[src/rtl/pkg_display.sv]
// Shared definitions for the multiplexed 7-segment display driver.
//   seg_t      : active-low segment vector, bit 0 = a ... bit 6 = g
//   SEG_OFF    : all segments dark
//   SEG_LUT    : hex nibble to active-low segment pattern
//   seg_decode : table lookup helper
package pkg_display;

    typedef logic [6:0] seg_t;

    localparam seg_t SEG_OFF = 7'h7F;

    localparam seg_t SEG_LUT [16] = '{
        7'h40, 7'h79, 7'h24, 7'h30,
        7'h19, 7'h12, 7'h02, 7'h78,
        7'h00, 7'h10, 7'h08, 7'h03,
        7'h46, 7'h21, 7'h06, 7'h0E
    };

    function automatic seg_t seg_decode(input logic [3:0] nib);
        return SEG_LUT[nib];
    endfunction

endpackage

[src/rtl/module_tick_gen.sv]
// Refresh prescaler: counts 0..COUNT-1 while enabled and pulses tick for one
// cycle each time the count wraps. The count freezes while en is low.
//   clk    : rising-edge clock
//   reset  : asynchronous active-high reset
//   en     : count enable
//   tick   : registered one-cycle pulse, high after each wrap edge
//   wrap_c : combinational "this edge wraps", lets the parent advance state
//            on the same edge that raises tick
module module_tick_gen #(
    parameter int unsigned COUNT = 10_000,
    parameter int unsigned BITS  = 14
) (
    input  logic clk,
    input  logic reset,
    input  logic en,
    output logic tick,
    output logic wrap_c
);

    logic [BITS-1:0] r_count;

    assign wrap_c = en && (r_count == BITS'(COUNT - 1));

    // Counter and tick pulse; a disabled cycle holds the count and drops tick.
    always_ff @(posedge clk or posedge reset) begin
        if (reset) begin
            r_count <= '0;
            tick    <= 1'b0;
        end else begin
            tick <= wrap_c;
            if (en) begin
                r_count <= wrap_c ? '0 : r_count + BITS'(1);
            end
        end
    end

endmodule

[src/rtl/module_display_scan.sv]
// Multiplexed common-anode 7-segment display driver. Scans N_DIGITS digits,
// one per COUNT_REFRESH-cycle slot, with hex decode, per-digit blanking,
// per-digit decimal points and a global enable.
//   clk_10Mhz_i : system clock
//   reset_i     : asynchronous active-high reset
//   enable_i    : scan enable; low darkens the display and freezes the scan
//   data_i      : packed hex digits, digit k at [4k+3:4k]
//   blank_i     : per-digit blank
//   dp_i        : per-digit decimal point (active high)
//   anodo_o     : active-low one-hot digit select
//   catodo_o    : active-low segments a..g
//   dp_o        : active-low decimal point
//   tick_o      : one-cycle pulse on each slot advance
//   digit_idx_o : current slot index
module module_display_scan
    import pkg_display::*;
#(
    parameter int unsigned N_DIGITS      = 4,
    parameter int unsigned COUNT_REFRESH = 10_000,
    parameter int unsigned BITS_REFRESH  = 14,
    localparam int unsigned IDX_W        = (N_DIGITS > 1) ? $clog2(N_DIGITS) : 1
) (
    input  logic                    clk_10Mhz_i,
    input  logic                    reset_i,
    input  logic                    enable_i,
    input  logic [4*N_DIGITS-1:0]   data_i,
    input  logic [N_DIGITS-1:0]     blank_i,
    input  logic [N_DIGITS-1:0]     dp_i,
    output logic [N_DIGITS-1:0]     anodo_o,
    output logic [6:0]              catodo_o,
    output logic                    dp_o,
    output logic                    tick_o,
    output logic [IDX_W-1:0]        digit_idx_o
);

    logic             w_wrap;
    logic [IDX_W-1:0] r_idx;
    logic [3:0]       w_nibble;
    logic             w_blank;
    logic             w_dp;
    logic [N_DIGITS-1:0] w_anodo;

    module_tick_gen #(
        .COUNT (COUNT_REFRESH),
        .BITS  (BITS_REFRESH)
    ) u_tick_gen (
        .clk    (clk_10Mhz_i),
        .reset  (reset_i),
        .en     (enable_i),
        .tick   (tick_o),
        .wrap_c (w_wrap)
    );

    // Slot index advances on the wrap edge, so it changes together with tick_o.
    always_ff @(posedge clk_10Mhz_i or posedge reset_i) begin
        if (reset_i) begin
            r_idx <= '0;
        end else if (w_wrap) begin
            r_idx <= (r_idx == IDX_W'(N_DIGITS - 1)) ? '0 : r_idx + IDX_W'(1);
        end
    end

    assign digit_idx_o = r_idx;

    // Select the current digit's fields from the packed inputs.
    assign w_nibble = 4'(data_i >> {r_idx, 2'b00});
    assign w_blank  = 1'(blank_i >> r_idx);
    assign w_dp     = 1'(dp_i >> r_idx);
    assign w_anodo  = ~(N_DIGITS'(1) << r_idx);

    // Display register: reloaded every cycle, so it trails the index by one edge.
    always_ff @(posedge clk_10Mhz_i or posedge reset_i) begin
        if (reset_i) begin
            anodo_o  <= '1;
            catodo_o <= SEG_OFF;
            dp_o     <= 1'b1;
        end else if (!enable_i || w_blank) begin
            anodo_o  <= '1;
            catodo_o <= SEG_OFF;
            dp_o     <= 1'b1;
        end else begin
            anodo_o  <= w_anodo;
            catodo_o <= seg_decode(w_nibble);
            dp_o     <= ~w_dp;
        end
    end

endmodule

[config.mk]
export PLATFORM = sky130hd
export DESIGN_NAME = module_display_scan
export DESIGN_NICKNAME = d
export VERILOG_FILES = /design/src/rtl/pkg_display.sv /design/src/rtl/module_tick_gen.sv /design/src/rtl/module_display_scan.sv
export SDC_FILE = /design/constraint.sdc
export NUM_CORES = 1
export LEC_CHECK = 0
export BUFFER_PORTS_ARGS = -buffer_cell sky130_fd_sc_hd__buf_2
export CORE_UTILIZATION = 56
export CTS_CLUSTER_SIZE = 20
export DETAILED_ROUTE_END_ITERATION = 16
export PLACE_DENSITY = 0.84
export SLEW_MARGIN = 10
export SYNTH_ARGS = -nofsm -noshare
export SYNTH_HDL_FRONTEND = slang
export SYNTH_SLANG_ARGS = --single-unit
[constraint.sdc]
create_clock -name clk_10Mhz_i -period 3.38 [get_ports clk_10Mhz_i]
set_input_delay 0 -clock clk_10Mhz_i [delete_from_list [all_inputs] [get_ports clk_10Mhz_i]]
set_output_delay 0 -clock clk_10Mhz_i [all_outputs]
set_load 0.005 [all_outputs]
Word-level counts from Yosys, hierarchy flattened
Memory sizes are Yosys's and may differ from the RTL's.
Cells that the tools add are included.
- shifts and indexed selects: 4
- equal/unequal tests: 2
- bitwise operators: 3
- magnitude comparators: 1
- multiplexer cells: 7
- reductions and logical operators: 3
- add/sub/neg operators: 2
- operator list (operator ; count):
    $mux W7 ; 3
    $shr A16 B4 Y4 ; 1
    $add A14 B1 Y14 const B ; 1
    $eq A14 B14 Y1 const B ; 1
    $mux W14 ; 1
    $shr A4 B2 Y1 ; 2
    $ge A5 B5 Y1 const B ; 1
    $not A4 Y5 ; 1
    $mux W4 ; 1
    $not A4 Y4 ; 1
    $shl A1 B2 Y4 const A ; 1
    $add A2 B1 Y2 const B ; 1
    $eq A2 B2 Y1 const B ; 1
    $mux W2 ; 1
    $logic_and A1 B1 Y1 ; 1
    $logic_not A1 Y1 ; 1
    $logic_or A1 B1 Y1 ; 1
    $mux W1 ; 1
    $not A1 Y1 ; 1
- word-level logic and storage cells: 29
- ROM bits: 112
- memories: 1
- input bits: 27
- register bits: 29
- output and inout port bits: 15
- memory list (name ; words ; width ; read ports ; clocked after memory_dff ; write ports ; line ; RTL):
    (no name shown) ; 16 ; 7 ; 1 ; 0 ; 0 ; pkg_display.sv:20 ; return SEG_LUT[nib];

Depth between registers and ports, before layout
Gate-level depths: netlist (run 1).
- depth after elaboration: 6
- mapped depth: 7
- gate-level depth less buffers: 6

Cells and area by module
A second synthesis (run 1) with hierarchy kept.
- cells, all modules: 142
- area total of the unflattened synthesis: 1655.3 um^2
- by module, submodules not included (module ; cells each ; times used ; seq. area each (um^2) ; area an instance (um^2)):
    module_display_scan ; 77 ; 1 ; 365.4 ; 947.2
    module_tick_gen ; 65 ; 1 ; 375.4 ; 708.2

Worst setup path after synthesis (run 1)
Ideal clock, no wire load.
- kind: register -> register
- start point: reg r_idx[0] (netlist: digit_idx_o[0])
- end point: reg catodo_o[3]
- clock period less this slack: 1.877 ns
- setup time: 0.077 ns
- stages on the path, launching flop included: 8
- data arrival time: 1.800 ns
- path buffers: 1
- slack: 1.503 ns
- data required time: 3.303 ns
- cells stage by stage: dfrtp_1 buf_6 mux4_2 inv_1 ha_1 mux2i_1 and3_1 a31oi_1
- cells in the longest elaborated chain, start to end: 6
- elaborated cells on any way between the ends: 8
- classes of those cells: 2 x shift; 3 x mux; 1 x bitwise; 1 x reduce/logical; 1 x memory
- RTL lines (item ; line ; RTL):
    start, declared ; module_display_scan.sv:37 ; logic [IDX_W-1:0] r_idx;
    start signal, assigned ; module_display_scan.sv:59 ; r_idx <= (r_idx == IDX_W'(N_DIGITS - 1)) ? '0 : r_idx + IDX_W'(1);
    $shr A16 B4 Y4 ; module_display_scan.sv:66 ; assign w_nibble = 4'(data_i >> {r_idx, 2'b00});
    $not A4 Y5 (implied by the code) ; pkg_display.sv:20 ;
    $mem_v2 Z16 W7 ; n/a ;
    $mux W7 (implied by the code) (2 in a row) ; pkg_display.sv:20 ;
    $mux W7 (*) ; module_display_scan.sv:77 ; end else if (!enable_i || w_blank) begin
    end signal, assigned ; module_display_scan.sv:83 ; catodo_o <= seg_decode(w_nibble);
    end, declared ; module_display_scan.sv:30 ; output logic [6:0] catodo_o,
Every way passes the cells marked *; elsewhere a longest branch is shown, timed or not. The select of a mux whose other input is x is not followed.
A chain may end at the register's enable or synchronous reset.

Final worst setup path (run 1)
- start point: reg r_idx[0] (netlist: digit_idx_o[0])
- end point: reg catodo_o[2]
Same word-level chain as after synthesis.

==> summary.md, run 1 <==
| Metric | Value |
|---|---|
| DRT Pass-1 Iters | 4 |
| Leak | 0.8878 nW |
| Internal | 0.0005722 W |
| Final setup viols | 0 |
| CP top delay family | flip-flops |
| Post-CTS sizing | 0 |
| DP Cell Count | about 210 |
| Largest net degree at the start of global routing | 30 |
| Wire per inst | around 15 µm |
| Row Count | 18 |
| Power share of the sequential group | 54.3% |
| # Post-CTS Setup Buffers | 0 |
| Synthesized cell area | 1590 µm² |
| Unrepaired setup endpoints after global routing | no |
| Hold_ws | roughly 0.019 ns |
| Relative slew slack | between 30% and 40% |
| Worst EP arrival | 2.49 ns |
| ANT cells | 0 |
| Hold WC Path Type | in2reg |
| Peak supply drop | around 0.34 mV |
| Clk pin slew, worst setup/hold paths | about 0.09 ns |
| Critical-path cell with the highest stage delay | dfrtp_1 |
| CP Class | reg2reg |
| Net switching power | 0.0002397 W |
| Clock share of power | around 27% |
| Share of cells above drive strength 1 | 37.57% |
| CP max FO | 13 |
| Worst path buffer plus inverter count | 0 |
| Pre-CTS WS | 1.091 ns |
| Status | completed |
| Largest stage delay, worst path | around 0.66 ns |
| Syn avg cell area | 11.20 µm² |
| Clock Tree Root | clkbuf_4 |
| Syn Nets | 180 |
| Final Hold Viols | 0 |
| Total track usage | 23.61% |
| Worst EP required | 3.57 ns |
| Final period utilization | 68.01% |
| Cell Chain, Critical Path | mux4_2 > nor2b_1 > o221ai_1 |
| Hpwl dp | 2.382 mm |
| Final net count | 226 |
| Setup TNS | 0 ns |
| Starting density of the core | between 60% and 70% |
| Area of the multi-input gates | 764.5 µm² |
| Worst Skew | a little under 0.01 ns |
| Critical path endpoint category | flop |
| Ports | 42 |
| First-pass GRT wire length | approximately 5.5 mm |
| WL final | around 3.2 mm |
| Vias in the first global route | 1204 |
| Switching share of power | 29.52% |
| # DRC | 0 |
| CTS tree | yes |
| I/O Buffers | 41 |
| Fillers | 184 |
| Global placement routability congestion | 0.7802 |
| Post-synthesis sequential area ratio | a little under half |
| Initial antenna violation count | 0 |
| DIE AREA | slightly above 3000 µm² |
| Combinational power share | a little under a fifth |
| Die H | 55.29 µm |
| Core footprint | ~2600 µm² |
| CTS Sinks | 29 |
| Overflow after GRT | 0 |
| Yosys reg bits | 29 |
| Chip width | 55.29 µm |
| Sequential Area | 740.7 µm² |
| Mapped Cells | about 140 |
| Fmax | 0.4350 GHz |
| Yosys warns | 0 |
| Max Cap Viol | 0 |
| CTS Buffer Depth | 2 |
| Crit path launch type | flop |
| Starting DRT DRC Count | 34 |
| PD cells | 431.1 nW/µm² |
| Via Count | roughly 1200 |
| TritonCTS buffer count | 5 |
| Worst setup margin | 1.081 ns |
| Fin cells | 219 |
| Tmin final | 2.299 ns |
| Utilization after layout | 72.71% |
| Clk Latency, worst-skew pair | 0.33 ns |
| Vias per inst | 5.630 |
| Worst slew pin tran | 0.9832 ns |
| Routed Antenna Nets | 0 |
| Synth-to-Final Area Change | 18.41% |
| H-tree depth | 2 |
| Yosys cell types | 35 |
| Final-report max-slew violation count | 0 |
## power by group through the flow
stage               registers, W  clock network (W)  logic [W]
CTS                     0.000441           0.000225   0.000152
floorplan               0.000438                  0   0.000107
detailed placement      0.000447                  0   0.000150
global route            0.000448           0.000240   0.000173
global placement        0.000444                  0   0.000140
finish                  0.000441           0.000219   0.000152
## sequential cells by signal, summed over array words and instances, names as in the netlist
register and count:
u_tick_gen.r_count 14, digit_idx_o 2, u_tick_gen.tick 1, anodo_o 4
dp_o 1, catodo_o 7
## layout make-up
cell class                 count  share of cell area, %
multi-input combinational     95                  40.60
sequential                    29                  39.34
timing repair buffer          44                  12.36
clock buffer                   8                  3.123
inverter                      13                  2.591
tap                           30                  1.993
## timing repair
| action | CTS | global route |
|---|---|---|
| hold buffers | 2 | 0 |
| endpoints found under the setup margin | 0 | 0 |
| hold endpoints to repair | 20 | 0 |
## logic make-up (layout without fill, tap and decap cells)
family,count (synthesis),in the layout,synth area share [%]
AO/OA/AOI/OAI,17,17,6.923
XOR/XNOR,10,10,5.508
adder cells (fa/ha/maj),11,11,8.654
buffers and inverters,18,65,5.350
flip-flops,29,29,46.58
multiplexers,10,10,11.09
AND/OR/NAND/NOR,47,47,15.89
## cell usage in the layout (no fill, tap or decap), types with 2 or more instances in the layout
cell	instances
nor4_1	3
mux4_2	6
mux2i_1	3
nor2b_1	2
and3_1	3
dfstp_2	12
clkbuf_1	2
a21oi_1	4
nor2_1	7
xnor2_1	7
or3b_2	2
inv_1	12
ha_1	11
o221ai_1	4
xor2_1	3
nand3_1	5
nand2b_1	3
o21ai_0	3
buf_2	41
nand2_1	13
dfrtp_1	17
dlygate4sd3_1	2
nor3_1	3
clkbuf_4	5
o22ai_1	2
## stage by stage
| stage | power (W) | cell area (µm²) |
|---|---|---|
| 6_report | 0.0008118 | 1883 |
| 5_1_grt | 0.0008605 | 1883 |
| 4_1_cts | 0.0008185 | 1883 |
| 3_5_place_dp | 0.0005967 | 1804 |
| 3_3_place_gp | 0.0005842 | 1804 |
| 2_1_floorplan | 0.0005450 | 1590 |
## routing by layer
layer | wire (µm) | up-vias | global-route usage [%] | part of all wire, %
met5 | 0 | - | 0 | 0
met4 | 59 | 0 | 9.643 | 1.8
li1 | - | 590 | - | -
met1 | 1405 | 601 | 29.02 | 44
met3 | 151 | 6 | 7.963 | 4.7
met2 | 1582 | 36 | 38.21 | 49
## synth_stat cells
cell type  instances  share of area (%)
o41ai_1            1               0.55
mux2_2             1               0.71
xnor2_1            7                3.9
nand4_2            1               0.79
nor2b_1            2               0.79
or4_1              1               0.47
buf_2              2               0.63
nand4_1            1               0.39
nand2b_1           3                1.2
nand3b_1           1               0.47
inv_1             13                3.1
o22ai_1            2               0.79
and3b_1            1               0.55
a31oi_1            1               0.39
o211ai_1           1               0.47
nand3_1            5                1.6
mux2i_1            3                1.9
or3b_2             2                1.1
and3_1             3                1.2
mux4_2             6                8.5
nor2_1             7                1.7
dfrtp_1           17                 27
clkbuf_1           1               0.24
buf_6              2                1.4
ha_1              11                8.7
dfstp_2           12                 20
o221ai_1           4                2.2
o21ai_0            3               0.94
or2_4              1               0.55
xor2_1             3                1.7
o21ai_1            1               0.31
nor4_1             3                1.2
nor3_1             3               0.94
a21oi_1            4                1.3
nand2_1           13                3.1
## path summary, 6_finish.rpt
check,from,endpoint,slack [ns],cells after the start
max,digit_idx_o[0],catodo_o[2],1.08,3
min,dp_i[3],dp_o,0.02,3
max reg2reg,digit_idx_o[0],catodo_o[2],1.08,3
min reg2reg,u_tick_gen.r_count[12],u_tick_gen.r_count[12],0.50,1
max in group asynchronous,reset_i,u_tick_gen.r_count[10],2.61,3
min in group asynchronous,reset_i,u_tick_gen.tick,0.31,3
## worst reg2reg max path, stage by stage, from the launching register on
cell      delay (ns)
dfrtp_1         0.66
mux4_2          0.56
nor2b_1         0.64
o221ai_1        0.30
(Power assumes the default switching activity.)
==> run 2, diff against run 1 <==
ABC_AREA = 1   (was not set)
CORE_UTILIZATION = 53   (was 56)
PLACE_DENSITY = 0.79   (was 0.84)
clock period = 2.4 ns   (was 3.38 ns; I/O delays follow)
==> run 2 against run 1 <==
  * Register-to-register slack got worse by 0.46 ns
  * Largest cell class unchanged
  * Sequential share of layout area fell by 4.5 points
  * Global-route usage down 0.59 points
  * Cell area increased by 13%
  * Maximum frequency rose by 29%
  * Critical path depth increased by 6
  * Power rose by 43%
  * Die area rose by 18%
==> summary.md, run 2 <==
| Metric | Value |
|---|---|
| Syn avg cell area | 7.502 µm² |
| Row Count | 20 |
| Hold_ws | 0.03309 ns |
| Worst flop-to-flop path endpoint | catodo_o[3] |
| Ports | 42 |
| Syn Nets | between 200 and 300 |
| Most frequent cells after synthesis | 71 x nand2_1, 32 x nand3_1, 26 x nor2_1, 22 x inv_1, 17 x dfrtp_1 |
| Final setup viols | 0 |
| Initial antenna violation count | 0 |
| Fmax | ~0.56 GHz |
| Largest net degree at the start of global routing | 24 |
| Vias per inst | 5.102 |
| Overflow after GRT | 0 |
| Hold-fix buffers at CTS | 3 |
| ANT cells | 0 |
| Final instance area | 2128 µm² |
| Worst slew pin tran | 0.8532 ns |
| WL final | 3.673 mm |
| Final period utilization | 74.12% |
| Post-synth ARST share | 100.0% |
| Commonest non-fill, non-tap cell in the layout | nand2_1 |
| Clk Latency, worst-skew pair | 0.33 ns |
| Core footprint | approximately 3100 µm² |
| CTS Sinks | 29 |
| CTS Buffer Depth | 2 |
| DIE AREA | 3605 µm² |
| Tmin final | between 1.5 and 2 ns |
| Largest area contributor in the netlist | dfrtp_1 |
| Placed Area | 2039 µm² |
| Relative slew slack | 43.05% |
| Die H | between 60 and 70 µm |
| # Post-CTS Setup Buffers | 0 |
| Post-CTS sizing | 0 |
| Final Hold Viols | 0 |
| DRT Pass-1 Iters | 4 |
| Yosys warns | 0 |
| FF-to-FF Start | digit_idx_o[1] |
| # DRC | 0 |
| Total track usage | between 20% and 30% |
| Share of cells above drive strength 1 | 25.95% |
| CP Class | reg2reg |
| Worst EP arrival | roughly 2 ns |
| Yosys cell types | 26 |
| First-pass GRT wire length | 6.265 mm |
| Routed Antenna Nets | 0 |
| Wire per inst | 11.03 µm |
| Setup crit end | catodo_o[3] |
| Crit path launch type | flop |
| Hpwl dp | roughly 2.8 mm |
| Count leader, synth | nand2_1 |
| Top cells by area, synth | dfrtp_1 24%, dfstp_2 18%, nand2_1 15%, nand3_1 9.0%, ha_1 7.7% |
| H-tree depth | 2 |
| Unrepaired setup endpoints after global routing | no |
| Clock Tree Root | clkbuf_4 |
| Final-report max-slew violation count | 0 |
| Leading cell types in the layout, fill and taps excluded | 71 x nand2_1, 41 x buf_2, 32 x nand3_1, 26 x nor2_1, 22 x inv_1 |
| Synthesized cell area | about 1800 µm² |
| Leak | 1.084 nW |
| Largest registers | u_tick_gen.r_count: 14 flops, catodo_o: 7 flops, anodo_o: 4 flops |
| Hold WC Path Type | in2reg |
| Starting density of the core | 57.08% |
| PD cells | 546.3 nW/µm² |
| EDFF count, synth | 0 |
| Peak supply drop | about 0.21 mV |
| Number of flip-flops in the largest register | 14 |
| Worst EP required | approximately 2.6 ns |
| Critical path endpoint category | flop |
| I/O Buffers | 41 |
| Cells on worst reg2reg path | 9 |
| Worst Setup SP | digit_idx_o[1] |
| Status | completed |
| Synth-to-Final Area Change | 19.20% |
| Global placement routability congestion | 0.9243 |
| Max Cap Viol | 0 |
| Worst Skew | approximately 0.013 ns |
| Final net count | 326 |
| R2r setup slk | 0.62 ns |
| Reg with most FFs | u_tick_gen.r_count |
| Post-synthesis sequential area ratio | roughly two fifths |
| Starting DRT DRC Count | 117 |
| Top-area cell type share of the netlist area | 23.83% |
| Chip width | 60.04 µm |
| Vias in the first global route | 1546 |
| Mapped Cells | 238 |
| CP max FO | 10 |
| Utilization after layout | around two thirds |
| TritonCTS buffer count | 5 |
| CTS tree | yes |
| Setup TNS | 0 ns |
| Worst setup margin | 0.6210 ns |
| Pre-CTS WS | slightly below 0.7 ns |
| Ys flop type | dfrtp_1 |
| Via Count | 1699 |
| Yosys reg bits | 29 |
| Clk pin slew, worst setup/hold paths | 0.10 ns |
==> run 2: cell count changes in the layout (fill, tap and decap cells not counted), sizes merged, moves of 4 or more <==
cell    before  now
nand2       13   73
nand3        5   35
nor2         7   29
inv         12   26
mux4         6    0
nor3         3    8
o21ai        4    9
xnor2        7    2
o221ai       4    0
==> run 2: cell type report <==
type	instances	area, µm²
inverter	26	97.59
timing repair buffer	46	250.2
tap	44	55.05
clock buffer	8	58.81
sequential	29	740.7
multi-input combinational	180	925.9
fill	287	999.7
==> run 2: worst max-delay path, stage by stage, from the launching register on <==
cell and delay [ns]:
dfrtp_1 0.51, inv_2 0.21, nand3_1 0.10, nand2_1 0.19, inv_1 0.12, ha_1 0.23, nand3_1 0.13, nand2_1 0.07
nand2_1 0.06, nand3_1 0.07
==> run 2: worst min path at each step <==
stage | startpoint | to | cells after the start
floorplan | reset_i | digit_idx_o[0] | 1
global placement | reset_i | u_tick_gen.r_count[2] | 2
detailed placement | reset_i | u_tick_gen.r_count[2] | 2
CTS | enable_i | u_tick_gen.r_count[2] | 3
global route | enable_i | u_tick_gen.r_count[1] | 3
finish | enable_i | u_tick_gen.r_count[1] | 3
==> run 2: routing by layer <==
metal | share of wire [%] | up-vias | track usage, %
met3 | 4.9 | 6 | 4.113
li1 | - | 861 | -
met1 | 46 | 771 | 29.90
met5 | 0 | - | 0
met4 | 1.6 | 0 | 9.635
met2 | 48 | 61 | 37.62
==> run 2: report_power, final <==
part	internal, W	total (W)	leakage [nW]	switching (W)
sequential	0.000555	0.000621	0.319	0.0000668
clock	0.000144	0.000307	0.0326	0.000163
combinational	0.000104	0.000234	0.732	0.000131
total	0.000803	0.00116	1.08	0.000360
==> run 2: metrics by stage <==
| stage | total power (W) | instances |
|---|---|---|
| finish | 0.001163 | 333 |
| global route | 0.001233 | 333 |
| global placement | 0.0008531 | 322 |
| floorplan | 0.0007827 | 238 |
| CTS | 0.001169 | 333 |
| detailed placement | 0.0008588 | 322 |
==> run 2: cell families after synthesis <==
| family | Yosys count | share of synthesized area, % |
|---|---|---|
| buffers and inverters | 29 | 6.657 |
| and+or+nand+nor | 149 | 37.42 |
| DFF | 29 | 41.49 |
| AOI/OAI and AO/OA | 16 | 4.765 |
| xor gates and xnor gates | 4 | 1.963 |
| adders and majority gates | 11 | 7.708 |
==> run 3, diff against run 2 <==
ABC_AREA = 0   (was 1)
CORE_UTILIZATION = 52   (was 53)
clock period = 1.8 ns   (was 2.4 ns; I/O delays follow)
==> run 3 against run 2 <==
  * The flow now finishes with violations (design-rule violations)
  * Power up 49%
  * Critical path depth down 4
  * Combinational power up 44%
  * Die area down 8.9%
  * Setup slack worse by 0.62 ns
  * Final cell count down 29%
  * Clock skew down 0.0059 ns
  * Global-route usage up 1.4 points
  * Routed wire length down 1.9%
  * Flip-flop and latch count unchanged
  * Sequential share of layout area up 0.16 points
  * Via count down 22%
  * Critical endpoint is now catodo_o[5]
  * Largest power group unchanged
==> summary.md, run 3 (same netlist as run 1, synthesis figures left out) <==
| Metric | Value |
|---|---|
| Worst slew pin tran | 0.4739 ns |
| Share of cells above drive strength 1 | 48.06% |
| DIE AREA | around 3300 µm² |
| Status | finished with violations |
| CTS Sinks | 29 |
| Critical-path cell with the highest stage delay | mux4_2 |
| Relative slew slack | 68.16% |
| CP top delay family | multiplexers |
| Final net count | 243 |
| Starting density of the core | 56.21% |
| Total Power | roughly 0.0017 W |
| Hpwl dp | 2.394 mm |
| Largest registers | u_tick_gen.r_count: 14 flops, catodo_o: 7 flops, anodo_o: 4 flops |
| Worst path buffer plus inverter count | 1 |
| First-pass GRT wire length | 5.913 mm |
| Largest net degree at the start of global routing | 30 |
| Vias in the first global route | approximately 1300 |
| Clock Tree Root | clkbuf_4 |
| Core footprint | 2829 µm² |
| CP max FO | 8 |
| FF-to-FF Start | digit_idx_o[0] |
| CTS Buffer Depth | 2 |
| Fmax | 0.5570 GHz |
| I/O Buffers | 41 |
| Tmin final | 1.795 ns |
| Max Cap Viol | 0 |
| Row Count | 19 |
| R2r setup slk | 0.005 ns |
| Via Count | 1321 |
| TritonCTS buffer count | 5 |
| Cell Chain, Critical Path | buf_4 > mux4_2 > nor2b_1 > a21oi_1 > o221ai_1 |
| Die H | 57.30 µm |
| Final setup viols | 0 |
| # DRC | 4 |
| Setup TNS | 0 ns |
| Peak supply drop | ~0.66 mV |
| WL final | 3.605 mm |
| Critical path endpoint category | flop |
| Commonest non-fill, non-tap cell in the layout | buf_2 |
| Chip width | 57.30 µm |
| Final-report max-slew violation count | 0 |
| Number of flip-flops in the largest register | 14 |
| Hold EP | dp_o |
| Total track usage | between 20% and 30% |
| Leading cell types in the layout, fill and taps excluded | 41 x buf_2, 16 x dfrtp_1, 16 x buf_4, 13 x nand2_1, 12 x dfstp_2 |
| Unrepaired setup endpoints after global routing | yes |
| Leak | roughly 1.0 nW |
| Fillers | 191 |
| Min-delay src | dp_i[0] |
| H-tree depth | 2 |
| Worst flop-to-flop path endpoint | catodo_o[5] |
| Clk pin slew, worst setup/hold paths | 0.09 ns |
| PD cells | 814.3 nW/µm² |
| Failing checks | design-rule violations |
| Ports | 42 |
| Worst Skew | ~0.0068 ns |
| Reg with most FFs | u_tick_gen.r_count |
| Final Hold Viols | 0 |
| Clk Latency, worst-skew pair | 0.33 ns |
| Hold WC Path Type | in2reg |
| Vias per inst | 5.574 |
| Wire per inst | roughly 15 µm |
| Synth-to-Final Area Change | 33.44% |
| ANT cells | 0 |
| CTS tree | yes |
| Initial antenna violation count | 0 |
| Worst EP arrival | 2.04 ns |
| Final period utilization | 99.73% |
| Worst Hold Depth | 3 |
| Starting DRT DRC Count | 33 |
| DRT Pass-1 Iters | 10 |
| Largest stage delay, worst path | 0.61 ns |
| Cells on worst reg2reg path | 5 |
| CP Class | reg2reg |
| Overflow after GRT | 0 |
| Worst EP required | 2.04 ns |
| Global placement routability congestion | 0.8476 |
| Crit path launch type | flop |
| Routed Antenna Nets | 0 |
## run 3: cell types whose count changed in the layout (fill, tap and decap cells not counted), sizes merged, moves of 4 or more
cell    change
buf        +16
inv        -13
mux4        +6
nand2      -60
nand3      -30
nor2       -22
nor3        -5
o21ai       -5
o221ai      +4
xnor2       +5
## run 3: how the worst max path moves through the flow
stage / startpoint / to / cells past startpoint
after floorplan: digit_idx_o[0] / catodo_o[6] / 6
after detailed placement: digit_idx_o[0] / catodo_o[0] / 5
after global routing: digit_idx_o[0] / catodo_o[5] / 5
final: digit_idx_o[0] / catodo_o[5] / 5
after global placement: digit_idx_o[0] / catodo_o[0] / 5
after CTS: digit_idx_o[0] / catodo_o[3] / 6
## run 3: what timing repair did
action | CTS | global route
resized for setup | 2 | 12
hold buffers | 2 | 0
pin swaps | 0 | 4
endpoints found under the hold margin | 20 | 0
endpoints found under the setup margin | 5 | 11
buffers inserted | 3 | 6
## run 3: area by class of cell
| cell class | count | area (µm²) | area share, % |
|---|---|---|---|
| clock inverter | 1 | 30.03 | 1.415 |
| clock buffer | 7 | 55.05 | 2.594 |
| tap | 31 | 38.79 | 1.828 |
| sequential | 29 | 742.0 | 34.96 |
| inverter | 13 | 51.30 | 2.417 |
| multi-input combinational | 95 | 837.1 | 39.45 |
| timing repair buffer | 61 | 367.9 | 17.33 |
## run 3: tightest hold or removal path, stage by stage
cell,delay (ns)
buf_2,0.07
mux4_2,0.22
nand2_1,0.05
## run 3: layer usage
layer	track usage [%]	share of wire, %
met3	5.442	5.2
met4	14.29	4.1
met1	29.92	42
met5	0	0
met2	39.83	49
## run 3: metrics by stage
step	cells	worst slack (ns)	util, %	hold slack (ns)	cell area (µm²)
after floorplan	142	-0.01181	-	0.06922	1603
after global placement	218	0.04128	66.39	0.07704	1878
after detailed placement	218	-0.02106	66.39	0.08743	1878
after CTS	231	0.0003719	71.25	0.009977	2016
after global routing	237	-0.1228	75.01	0.003269	2122
final	237	0.004804	75.01	0.01330	2122
## run 3: where the power goes
group          internal (W)  total, W  leakage [nW]  switching [W]
Clock              0.000332  0.000554        0.0455       0.000223
Sequential         0.000749  0.000836         0.337      0.0000875
Combinational      0.000164  0.000337         0.628       0.000174
Total               0.00124   0.00173          1.01       0.000484
